===== config.mk =====
export PLATFORM = sky130hd
export DESIGN_NAME = transpose_seq_ctrl
export DESIGN_NICKNAME = d
export VERILOG_FILES = /design/src/rtl/transpose_seq_ctrl.sv
export SDC_FILE = /design/constraint.sdc
export NUM_CORES = 1
export LEC_CHECK = 0
export CORE_ASPECT_RATIO = 1.5
export CORE_UTILIZATION = 45
export DETAILED_ROUTE_END_ITERATION = 6
export GPL_TIMING_DRIVEN = 0
export PLACE_DENSITY = 0.78
export SYNTH_ARGS = -nofsm -noshare
export SYNTH_HDL_FRONTEND = slang
export SYNTH_SLANG_ARGS = --single-unit
export TNS_END_PERCENT = 5

===== constraint.sdc =====
create_clock -name clk -period 3.62 [get_ports clk]
set_clock_uncertainty 0.15 [all_clocks]
set_input_delay 1.086 -clock clk [delete_from_list [all_inputs] [get_ports clk]]
set_output_delay 1.086 -clock clk [all_outputs]
set_load 0.01 [all_outputs]

===== src/rtl/transpose_seq_ctrl.sv =====
// transpose_seq_ctrl
//   Sequencer for a DIM x DIM matrix transpose from a synchronous-read source
//   memory into a write-only destination memory. Reads are issued in
//   row-major order; each read carries its transposed destination address
//   through an RD_LAT-deep tag/valid delay line so the write lines up with
//   the returning read data.
//
// Ports
//   clk      : clock, rising edge
//   rst      : asynchronous active-high reset
//   tstart   : start request, honoured only in IDLE
//   hold     : pauses read issue in RUN; in-flight writes still complete
//   busy     : high from the first RUN cycle through the done cycle
//   done     : one-cycle pulse after the final write has been issued
//   rd_en    : source read enable
//   rd_addr  : source read address, i*DIM + j
//   rd_data  : source read data, valid RD_LAT cycles after rd_en
//   wr_en    : destination write enable (registered)
//   wr_addr  : destination write address, j*DIM + i (registered)
//   wr_data  : destination write data (registered)
module transpose_seq_ctrl #(
   parameter int DIM    = 16,
   parameter int WIDTH  = 32,
   parameter int ADDR_W = 8,
   parameter int RD_LAT = 1
) (
   input  logic              clk,
   input  logic              rst,
   input  logic              tstart,
   input  logic              hold,
   output logic              busy,
   output logic              done,
   output logic              rd_en,
   output logic [ADDR_W-1:0] rd_addr,
   input  logic [WIDTH-1:0]  rd_data,
   output logic              wr_en,
   output logic [ADDR_W-1:0] wr_addr,
   output logic [WIDTH-1:0]  wr_data
);

   localparam int IDX_W = ADDR_W / 2;
   localparam int CNT_W = ADDR_W + 1;
   localparam logic [IDX_W-1:0] LAST_IDX = IDX_W'(DIM - 1);
   localparam logic [CNT_W-1:0] LAST_WR  = CNT_W'(DIM * DIM - 1);

   typedef enum logic [1:0] {S_IDLE, S_RUN, S_DRAIN, S_DONE} state_t;

   state_t state, next_state;

   logic [IDX_W-1:0] i, j;
   logic [CNT_W-1:0] wcount;
   logic             issue;

   // Delay line: index 0 is loaded with the read just issued; index
   // RD_LAT-1 lines up with the cycle its rd_data is valid.
   logic [RD_LAT-1:0]             vld_p;
   logic [RD_LAT-1:0][ADDR_W-1:0] tag_p;

   // Counters are DIM-wide powers of two, so {i,j} is i*DIM+j and {j,i}
   // is the transposed address with no multiplier.
   assign rd_addr = {i, j};
   assign rd_en   = issue;

   always_ff @(posedge clk or posedge rst) begin
      if (rst) state <= S_IDLE;
      else     state <= next_state;
   end

   always_comb begin
      next_state = state;
      issue      = 1'b0;
      busy       = (state != S_IDLE);
      done       = 1'b0;
      case (state)
         S_IDLE: begin
            if (tstart) next_state = S_RUN;
         end
         S_RUN: begin
            // hold gates issue in the same cycle so a held cycle never reads
            issue = ~hold;
            if (issue && (i == LAST_IDX) && (j == LAST_IDX)) next_state = S_DRAIN;
         end
         S_DRAIN: begin
            // the write now being presented is the last one
            if (wr_en && (wcount == LAST_WR)) next_state = S_DONE;
         end
         S_DONE: begin
            done       = 1'b1;
            next_state = S_IDLE;
         end
         default: next_state = S_IDLE;
      endcase
   end

   always_ff @(posedge clk or posedge rst) begin
      if (rst) begin
         i       <= '0;
         j       <= '0;
         wcount  <= '0;
         vld_p   <= '0;
         tag_p   <= '0;
         wr_en   <= 1'b0;
         wr_addr <= '0;
         wr_data <= '0;
      end else begin
         if (state == S_IDLE && tstart) begin
            i      <= '0;
            j      <= '0;
            wcount <= '0;
         end else begin
            if (issue) begin
               j <= j + 1'b1;
               if (j == LAST_IDX) i <= i + 1'b1;
            end
            if (wr_en) wcount <= wcount + 1'b1;
         end

         vld_p[0] <= issue;
         tag_p[0] <= {j, i};
         for (int k = 1; k < RD_LAT; k++) begin
            vld_p[k] <= vld_p[k-1];
            tag_p[k] <= tag_p[k-1];
         end

         // rd_data is captured only while a valid tag leaves the line
         wr_en <= vld_p[RD_LAT-1];
         if (vld_p[RD_LAT-1]) begin
            wr_addr <= tag_p[RD_LAT-1];
            wr_data <= rd_data;
         end
      end
   end

endmodule


==> flow_summary.toml <==
[detailed_routing]
drc_errors = 0
wl_um = 5790
drtIter0Drc = 104
routedWlPerCell_um = 15.4
firstDrtPassIters = 4
vias = 1962
antenna_left = 0
vias_per_cell = 5.20

[logic_synthesis]
ys_ff_latch = 69
synth_ff_type = "dfrtp_1"
synth_cell_type_count = 29
synth_common_cells = "69 x dfrtp_1, 40 x mux2_2, 11 x a21oi_1"
async_flop_share_pct = 100
synth_edf_count = 0
synth_top_area_cell = "dfrtp_1"
syn_nets = 247
synth_area_mm2 = 0.00277
yosysWarnings = 0
synthCells = 203
yosys-top-cells-area = "dfrtp_1 62%, mux2_2 16%, ha_1 3.6%"
synth.top_cell.area_share_pct = 62.3
synth_most_common_cell = "dfrtp_1"
yosysSeqAreaShare_pct = 62.3
avgSynthCellArea_um2 = 13.7

[worst_setup_path]
critical_path_class = "input pin to primary output"
critical_path.max_stage_delay_ns = 0.55
crit_family = "buffers and inverters"
critPathBufInv = 4
required_ns = 2.38
arrival_ns = 2.34
endpoint_kind = "primary output"
crit_chain = "clkdlybuf4s50_1 -> nand2b_4 -> buf_4 -> inv_1 -> dlygate4sd2_1"
cp-start-kind = "input pin"
path_max_fanout = 10
cp_slowest_cell = "clkdlybuf4s50_1"

[floorplan]
dieArea_mm2 = 0.00649
rows = 34
fp.coreArea_mm2 = 0.00587
die_h_um = 98.1
die_x_um = 66.1
initial_core_util_pct = 47.2
ios = 88

[timing]
finalSetupViolCount = 0
hold_viol = 0
timing.slew.headroom_pct = 46.3
period_share_pct = 98.9
layout_min_cycle_time_ns = 3.58
holdWs_ns = 0.305
grt_setup_unrepaired = "no"
slew_violations = 0
fin_setup_tns_ns = 0
worst_slew_pin_slew_ns = 0.805
clock.fmax_ghz = 0.279

[placed_design]
portBuffers = 87
dp.cells = 362
dp_hpwl_um = 4210
dpl-instance-area_mm2 = 0.00374
gp_congestion = 0.787

[global_route]
grt_pass1_wl_um = 9490
grt_max_degree = 70
antenna_found_initial = 0
grt_use_total_pct = 19.5
overflow = 0
grt_pass1_vias = 2022

[clock_network]
post_cts_buffers = 0
clock_path_buffers = 2
clk_pin_slew_ns = 0.07
cts_made_buffers = 9
cts_tree = "yes"
clock-sinks = 69
clock_latency_ns = 0.33
htreeDepth = 3
clk_root_buffer_cell = "clkbuf_8"

[flow_run]
max-cap-violations = 0

[pwr]
vdd_drop_max_uv = 216
leakagePower_uw = 0.00183
power_density_mw_per_mm2 = 377

[cells_and_area]
syn_to_final_growth_pct = 42.7
design_area_mm2 = 0.00396
finalNonFillerCells = 377
fin_nets = 345
post-route-util_pct = 67.4
drive_gt1_share_pct = 22.0
antenna_cells = 0

[hold_path]
hold_class = "register to register"

[run_status]
status = "finished, final reports clean"
[report_power, final]
group	total (uW)	internal, uW	switching (uW)
Combinational	53.5	33.8	19.6
Clock	667	399	268
Sequential	771	771	0
[path summary, 6_finish.rpt]
path	from	to	slack, ns	cells past startpoint
worst min register to register	i[3]	tag_p[3]	0.31	0
worst max-delay path	hold	rd_en	0.04	5
worst min-delay path	i[3]	tag_p[3]	0.31	0
max in group asynchronous	rst	wcount[0]	1.67	2
min in group asynchronous	rst	wr_data[11]	1.13	2
worst max register to register	wcount[0]	state[1]	1.66	7
[registers in the layout, summed over array words and instances (netlist names)]
signal   cells
wcount       9
wr_en        1
vld_p        1
tag_p        8
wr_data     32
i            4
state        2
j            4
wr_addr      8
[cell type report]
type,instances,area [um2]
clock inverter,5,75.1
fill,469,1910
multi-input combinational,119,986
tap,72,90.1
buffer,8,43.8
clock buffer,10,138
inverter,7,28.8
sequential,69,1730
timing repair buffer,87,870
[per-layer routing]
layer	vias up	wire, um	GRT usage, %
met1	975	2130	21.3
met2	67	3270	34.3
li1	911	-	-
met5	-	0	0
met4	0	87	7.53
met3	9	301	6.19
[stage by stage]
stage / setup slack (ns) / power (uW)
after floorplan: 0.644 / 797
after global placement: -0.452 / 838
after detailed placement: -0.252 / 840
after CTS: 0.0256 / 1510
after global routing: 0.000342 / 1550
final: 0.0412 / 1490
[repair_timing]
| action | in CTS | in global routing |
|---|---|---|
| setup endpoints to repair | 1 | 1 |
| hold buffers | 0 | 0 |
| resized for setup | 2 | 1 |
| endpoints found under the hold margin | 0 | 0 |
[logic make-up after synthesis]
logic type	count (synthesis)	share of synthesized area [%]
fa+ha+maj	8	3.61
flops	69	62.3
simple gates	38	7.45
compound gates	26	5.73
buf+inv	15	2.44
xor+xnor	6	1.90
mux	41	16.6
[placed cells by master, fill, tap and decap left out, types with 2 or more instances in the layout]
| cell | n |
|---|---|
| a211oi_1 | 2 |
| a21oi_1 | 11 |
| buf_2 | 5 |
| buf_4 | 2 |
| bufinv_16 | 2 |
| clkbuf_8 | 10 |
| clkdlybuf4s50_1 | 86 |
| clkinv_2 | 3 |
| dfrtp_1 | 69 |
| ha_1 | 8 |
| inv_1 | 6 |
| mux2_2 | 40 |
| nand2_1 | 5 |
| nand3_1 | 5 |
| nand4_1 | 3 |
| nor2_1 | 10 |
| o21ai_0 | 7 |
| o311a_1 | 2 |
| o31ai_1 | 2 |
| or3_1 | 7 |
| xnor2_1 | 2 |
| xor2_1 | 4 |
Power figures use the tool's default switching activity.
